### src/rtl/ahbl_excl_monitor.sv
// Global exclusive-access monitor for a shared AHB-Lite slave.
// One reservation per HMASTER; drives HEXOKAY and an address-phase store-kill flag.
module ahbl_excl_monitor #(
  parameter int N_MASTERS    = 2,
  parameter int W_ADDR       = 32,
  parameter int GRANULE_BITS = 3
) (
  input  logic                 clk,
  input  logic                 rst_n,
  input  logic                 ahb_hready,
  input  logic [1:0]           ahb_htrans,
  input  logic [W_ADDR-1:0]    ahb_haddr,
  input  logic                 ahb_hwrite,
  input  logic [2:0]           ahb_hsize,
  input  logic                 ahb_hexcl,
  input  logic [7:0]           ahb_hmaster,
  input  logic                 ahb_hresp,
  input  logic                 clear_all,
  output logic                 hexokay,
  output logic                 excl_wr_fail,
  output logic [N_MASTERS-1:0] resv_valid
);

  localparam int WG = W_ADDR - GRANULE_BITS;
  localparam int WM = (N_MASTERS > 1) ? $clog2(N_MASTERS) : 1;
  localparam logic [7:0] NM8 = 8'(N_MASTERS);
  localparam logic [2:0] GB3 = 3'(GRANULE_BITS);

  logic [WG-1:0]        resv_addr [N_MASTERS];
  logic [WG-1:0]        granule;
  logic [N_MASTERS-1:0] match;
  logic [N_MASTERS-1:0] m_onehot;
  logic [N_MASTERS-1:0] dph_onehot;
  logic [N_MASTERS-1:0] valid_nxt;

  logic          aphase;
  logic          m_ok;
  logic          size_ok;
  logic          match_m;
  logic          pass;
  logic          excl_rd;
  logic          excl_wr;
  logic          norm_wr;
  logic          set_ok;
  logic          result;
  logic          err_clr;

  logic          dph_valid;
  logic          dph_ok;
  logic          dph_rd;
  logic [WM-1:0] dph_m;

  assign granule = ahb_haddr[W_ADDR-1:GRANULE_BITS];
  assign aphase  = ahb_hready & ahb_htrans[1];
  assign m_ok    = ahb_hmaster < NM8;
  assign size_ok = ahb_hsize <= GB3;

  assign excl_rd = ahb_hexcl & ~ahb_hwrite;
  assign excl_wr = ahb_hexcl & ahb_hwrite;
  assign norm_wr = ~ahb_hexcl & ahb_hwrite;

  always_comb begin
    match      = '0;
    m_onehot   = '0;
    dph_onehot = '0;
    for (int k = 0; k < N_MASTERS; k++) begin
      match[k]      = resv_valid[k] & (resv_addr[k] == granule);
      m_onehot[k]   = (ahb_hmaster == 8'(k));
      dph_onehot[k] = (dph_m == WM'(k));
    end
  end

  assign match_m = |(match & m_onehot);
  assign pass    = m_ok & size_ok & match_m;
  assign set_ok  = m_ok & size_ok;

  assign excl_wr_fail = ahb_htrans[1] & excl_wr & ~pass;

  // Error on an exclusive read: drop the reservation on the first error cycle
  assign err_clr = dph_valid & dph_ok & dph_rd & ahb_hresp & ~ahb_hready;

  always_comb begin
    valid_nxt = resv_valid;
    if (clear_all) valid_nxt = '0;
    if (err_clr)   valid_nxt = valid_nxt & ~dph_onehot;
    if (aphase) begin
      unique case (1'b1)
        excl_rd: begin
          if (set_ok) valid_nxt = valid_nxt | m_onehot;
        end
        excl_wr: begin
          valid_nxt = valid_nxt & ~m_onehot;
          if (pass) valid_nxt = valid_nxt & ~match;
        end
        norm_wr: valid_nxt = valid_nxt & ~match;
        default: ;
      endcase
    end
  end

  always_comb begin
    result = 1'b0;
    unique case (1'b1)
      excl_rd: result = set_ok;
      excl_wr: result = pass;
      default: result = 1'b0;
    endcase
  end

  always_ff @(posedge clk or negedge rst_n) begin
    if (!rst_n) begin
      resv_valid <= '0;
      for (int k = 0; k < N_MASTERS; k++)
        resv_addr[k] <= '0;
    end else begin
      resv_valid <= valid_nxt;
      for (int k = 0; k < N_MASTERS; k++)
        if (aphase && excl_rd && set_ok && m_onehot[k])
          resv_addr[k] <= granule;
    end
  end

  always_ff @(posedge clk or negedge rst_n) begin
    if (!rst_n) begin
      dph_valid <= 1'b0;
      dph_ok    <= 1'b0;
      dph_rd    <= 1'b0;
      dph_m     <= '0;
    end else if (aphase) begin
      dph_valid <= 1'b1;
      dph_ok    <= result;
      dph_rd    <= excl_rd;
      dph_m     <= ahb_hmaster[WM-1:0];
    end else if (ahb_hready) begin
      dph_valid <= 1'b0;
      dph_ok    <= 1'b0;
      dph_rd    <= 1'b0;
    end
  end

  assign hexokay = dph_valid & dph_ok & ~ahb_hresp;

endmodule
### config.mk
export PLATFORM = sky130hd
export DESIGN_NAME = ahbl_excl_monitor
export DESIGN_NICKNAME = d
export VERILOG_FILES = /design/src/rtl/ahbl_excl_monitor.sv
export SDC_FILE = /design/constraint.sdc
export NUM_CORES = 1
export LEC_CHECK = 0
export CAP_MARGIN = 20
export CORE_MARGIN = 4
export CORE_UTILIZATION = 53
export CTS_CLUSTER_DIAMETER = 120
export DETAILED_ROUTE_END_ITERATION = 7
export PLACE_DENSITY = 0.8
export SKIP_CTS_REPAIR_TIMING = 1
export SLEW_MARGIN = 30
export SYNTH_ARGS = -nofsm -noshare
export SYNTH_HDL_FRONTEND = slang
export SYNTH_SLANG_ARGS = --single-unit
### constraint.sdc
create_clock -name clk -period 2.9 [get_ports clk]
set_clock_uncertainty 0.05 [all_clocks]
set_input_delay 0.725 -clock clk [delete_from_list [all_inputs] [get_ports clk]]
set_output_delay 0.725 -clock clk [all_outputs]
set_load 0.03 [all_outputs]
==> After elaboration in Yosys (flattened, before gate mapping) <==
Index checks and enable logic that the tools add are counted.
{ "op_classes": {"order_cmp": 2, "eq_ne": 3, "muxes": 11, "bitwise": 30, "n_reduce_logical": 7} }
{ "op_table": {"columns": ["op", "count"], "rows": [
  ["$eq A29 B29 Y1", 2],
  ["$and A1 B1 Y1", 15],
  ["$and A2 B2 Y2", 5],
  ["$mux W2", 5],
  ["$eq A8 B1 Y1 const B", 1],
  ["$logic_not A8 Y1", 1],
  ["$lt A8 B2 Y1 const B", 1],
  ["$not A1 Y1", 6],
  ["$not A2 Y2", 3],
  ["$pmux W2 S3", 1],
  ["$logic_and A1 B1 Y1", 4],
  ["$mux W1", 4],
  ["$le A3 B2 Y1 const B", 1],
  ["$or A2 B2 Y2", 1],
  ["$pmux W1 S2", 1],
  ["$reduce_bool A2 Y1", 1],
  ["$reduce_or A2 Y1", 1]
]} }
{ "totals": {"register_bits": 64, "output_inout_bits": 4, "wordCells": 60} }

==> Longest topological paths before layout <==
{ "depth": {"depth_word": 10, "depth_mapped": 6, "depth_no_buf": 5} }

==> Least setup slack after synthesis <==
No wires, ideal clock.
{ "synth_path": {"kind": "input -> output", "start": "input ahb_haddr[4]", "end": "output excl_wr_fail", "arrival_ns": 2.032, "required_time_ns": 2.125, "path_slack_ns": 0.093, "path_stages": 5, "path_cell_list": "xnor2_1 > nand4_1 > or4_1 > o21ai_0 > a31oi_1"} }
{ "synth_between": {"elab_chain_len": 7, "elab_cells_between_ends": 9, "cone_classes": "eq/ne: 2; bitwise: 6; reduce/logical: 1"} }
{ "synth_lines": {"columns": ["item", "line_no", "text"], "rows": [
  ["from (decl)", "12", "input logic [W_ADDR-1:0] ahb_haddr,"],
  ["$eq A29 B29 Y1", "67", "match[k] = resv_valid[k] & (resv_addr[k] == granule);"],
  ["$and A1 B1 Y1", "67", null],
  ["$and A2 B2 Y2 *", "73", "assign match_m = |(match & m_onehot);"],
  ["$reduce_or A2 Y1 *", "73", null],
  ["$and A1 B1 Y1 *", "74", "assign pass = m_ok & size_ok & match_m;"],
  ["$not A1 Y1 *", "77", "assign excl_wr_fail = ahb_htrans[1] & excl_wr & ~pass;"],
  ["$and A1 B1 Y1 *", "77", null],
  ["to (decl)", "20", "output logic excl_wr_fail,"]
]} }
Mark *: on every way between the ends. The rest lies on a longest branch, timed or not.

==> Worst setup path after layout <==
{ "layout_path": {"start": "input ahb_haddr[27]", "end": "output excl_wr_fail"} }
The elaborated chain is that of the path after synthesis.

==> run summary <==
================================================================================
Mean post-synth cell area                                              12.7 um^2
Count of different cell masters after synthesis                               30
Cell chosen for the clock root                                      sky130_fd_sc_hd__clkbuf_8
Total count of hold-check failures in the final report                         0
Final Max Slew Viols                                                           0
Minimum setup slack after placement                                     -1040 ps
Cell count along the critical path                                             7
Number of standard cells after synthesis                                     258
Worst path buffer plus inverter count                                          2
Post-Synthesis Net Count                                                     310
P per Cell Area                                                      417 nW/um^2
Failing checks                                                      negative setup slack
Final HPWL from detailed placement                                       5320 um
Outcome                                                             finished, violations left
Required @ worst endpoint                                                2120 ps
Worst R2R End                                                       resv_valid[1]
Slew at the pin with the worst max-slew slack                             709 ps
Leakage Power                                                            2.29 nW
CP top delay family                                                 simple AND/OR/NAND/NOR gates
RSZ-0062 raised after global routing                                         yes
FP Rows                                                                       28
Yosys top cell area share                                                  0.487
Startpoint type of the worst setup path                               input port
Total wire length                                                        8020 um
Number of setup violations in the final report                                 1
Worst r2r path cells                                                           7
Worst ir drop on vdd                                                    0.346 mV
CTS H-Tree Depth                                                               3
Register area share after synthesis                                        0.487
Via count of the first global-routing pass                                  2474
Critical-path cell with the highest stage delay                     sky130_fd_sc_hd__or4_4
Global-route wire length before repair                                  12200 um
Critical Setup Path Class                                              in -> out
Routability congestion estimate from global placement                      0.935
Number of DRC violations after detailed-routing iteration 0                  140
Number of max-cap violations                                                   0
Number of buffers inserted during clock tree synthesis                         9
Post-Synthesis Cell Area                                               3290 um^2
Max-slew headroom at the worst pin                                         0.527
Per-cell via count in the routed design                                     5.56
Setup Total Neg Slack                                                   -19.4 ps
R2r startpoint                                                      resv_addr[24]
Worst-skew pair later-pin latency                                         340 ps
Number of nets in the finished design                                        404
Min cycle time layout                                                    2920 ps
Slowest stage delay, CP                                                   580 ps
Number of antenna violations at the first check in global routing              0
Crit path setup slack, layout                                           -19.4 ps
Initial standard-cell utilization of the core                              0.552
Number of buffers on the longest clock path                                    2
Layout Utilization                                                         0.776
Cell accounting for the most synthesized area                       sky130_fd_sc_hd__dfrtp_1
Number of input and output port buffers inserted                              49
Core box area                                                          5960 um^2
Number of design rule violations left after detail routing                     0
I/O pin count                                                                 56
Top cells by area in the synthesized netlist                        sky130_fd_sc_hd__dfrtp_1 (49%), sky130_fd_sc_hd__mux2_2 (9.9%), sky130_fd_sc_hd__xor2_1 (8.5%)
CTS tree                                                                    done
Die outline area                                                       7530 um^2
GRT Total Usage                                                            0.216
Horizontal die dimension                                                 86.8 um
Worst endpoint data arrival time                                         2140 ps
Num Clock Sinks                                                               64
Critical path launch point                                          ahb_haddr[27]
Routed len/inst                                                          18.6 um
Cell-by-cell listing of the critical path                           buf_4 > xnor2_4 > nand4_1 > or4_4 > o21ai_4 > a31oi_4 > buf_6
Worst setup EP type                                                  output port
Share of the cycle needed by the critical path after routing                1.01
Vertical die dimension                                                   86.8 um
Number of inserted diodes                                                      0
Grt ovf                                                                        0
Largest net degree at the start of global routing                             36
Worst hold path type                                                 in -> async
Register-to-register setup slack                                          710 ps
Fraction of layout instances using a drive strength above 1                0.438
Count of state elements after synthesis                                       64
Number of detailed-route iterations in the first pass                          4
Synth warn                                                                     0
Synthesis-to-finish area growth                                            40.6%
Routed via count                                                            2397
Worst Path Max Fanout                                                          2
Clock transition at path regs                                              70 ps
Number of antenna-violating nets in the routed design                          0
Maximum operating frequency                                            0.343 GHz
Layout filler cell count                                                     357
Crit path capture                                                   excl_wr_fail
================================================================================
logic make-up after synthesis:
kind of cell | after synthesis | synth area share
AO/OA/AOI/OAI | 19 | 0.0362
XOR/XNOR | 58 | 0.155
buffers and inverters | 13 | 0.0225
flip-flops | 64 | 0.487
multiplexers | 58 | 0.210
AND/OR/NAND/NOR | 46 | 0.0895
metal layers:
| metal | up-vias | routed length [um] | global-route usage |
|---|---|---|---|
| met4 | 0 | 187 | 0.0892 |
| met3 | 16 | 449 | 0.0504 |
| met5 | - | 0 | 0 |
| met2 | 81 | 4110 | 0.360 |
| met1 | 1188 | 3280 | 0.269 |
| li1 | 1112 | - | - |
worst min-delay path by stage:
stage | startpoint | to | slack, ps
final | rst_n | resv_addr[23] | 380
after global routing | rst_n | resv_addr[23] | 430
after CTS | rst_n | resv_addr[23] | 390
after detailed placement | resv_addr[40] | resv_addr[40] | 450
after global placement | resv_addr[43] | resv_addr[43] | 440
after floorplan | rst_n | dph_m | 380
cell type report:
type	instances	area, um^2	area share
flip-flops and latches	64	1600	0.347
inverters	6	22.5	0.00487
clock inverters	3	40.0	0.00867
multi-input cells	181	1900	0.411
clock buffers	12	165	0.0357
well taps	75	93.8	0.0203
repair buffers	90	800	0.173
layout by cell type (no fill, tap or decap), types with 3 or more instances in the layout:
cell,count
sky130_fd_sc_hd__o21ai_0,3
sky130_fd_sc_hd__mux2_1,19
sky130_fd_sc_hd__nor4_2,6
sky130_fd_sc_hd__xnor2_1,13
sky130_fd_sc_hd__buf_6,13
sky130_fd_sc_hd__nand3_1,3
sky130_fd_sc_hd__nand2_1,6
sky130_fd_sc_hd__clkbuf_2,13
sky130_fd_sc_hd__xnor2_2,11
sky130_fd_sc_hd__xor2_2,8
sky130_fd_sc_hd__nand4_1,10
sky130_fd_sc_hd__a21oi_1,6
sky130_fd_sc_hd__clkdlybuf4s50_1,18
sky130_fd_sc_hd__nor4_1,6
sky130_fd_sc_hd__mux2_2,29
sky130_fd_sc_hd__buf_12,3
sky130_fd_sc_hd__buf_2,3
sky130_fd_sc_hd__and3_1,4
sky130_fd_sc_hd__inv_1,6
sky130_fd_sc_hd__dfrtp_1,64
sky130_fd_sc_hd__clkbuf_8,12
sky130_fd_sc_hd__xor2_1,24
sky130_fd_sc_hd__mux2_4,10
sky130_fd_sc_hd__buf_4,34
sky130_fd_sc_hd__dlymetal6s2s_1,5
cells in the mapped netlist (all sizes together):
cell     instances
o311ai           2
a21oi            6
nor4            14
or4              2
nand4           10
nor4b            1
nand3            3
nand4b           2
nor3             1
xnor2           26
dfrtp           64
o21ai            5
clkbuf           1
nor2             2
and3             4
inv              6
mux2            58
a31oi            1
a211oi           2
o31ai            1
xor2            32
buf              6
o2111ai          2
nand2            6
nand2b           1
power breakdown:
group	switching, mW	leakage (nW)	internal, mW
combinational	0.110	1.29	0.119
sequential	0.00576	0.890	0.900
clock	0.334	0.108	0.460
total	0.450	2.29	1.48
flip-flops by register name, summed over array words and instances, names as in the netlist:
register,flops
dph_rd,1
dph_valid,1
dph_ok,1
resv_valid,2
resv_addr,58
dph_m,1
stage by stage:
step	instances	power, mW	area [um^2]	hold slack [ps]
after detailed placement	411	1.13	4130	445
after CTS	426	1.92	4340	391
after global routing	431	2.00	4620	431
final	431	1.93	4620	382
after global placement	411	1.12	4130	438
after floorplan	258	0.974	3290	379
Note: power is estimated with default switching activity, not from simulation.
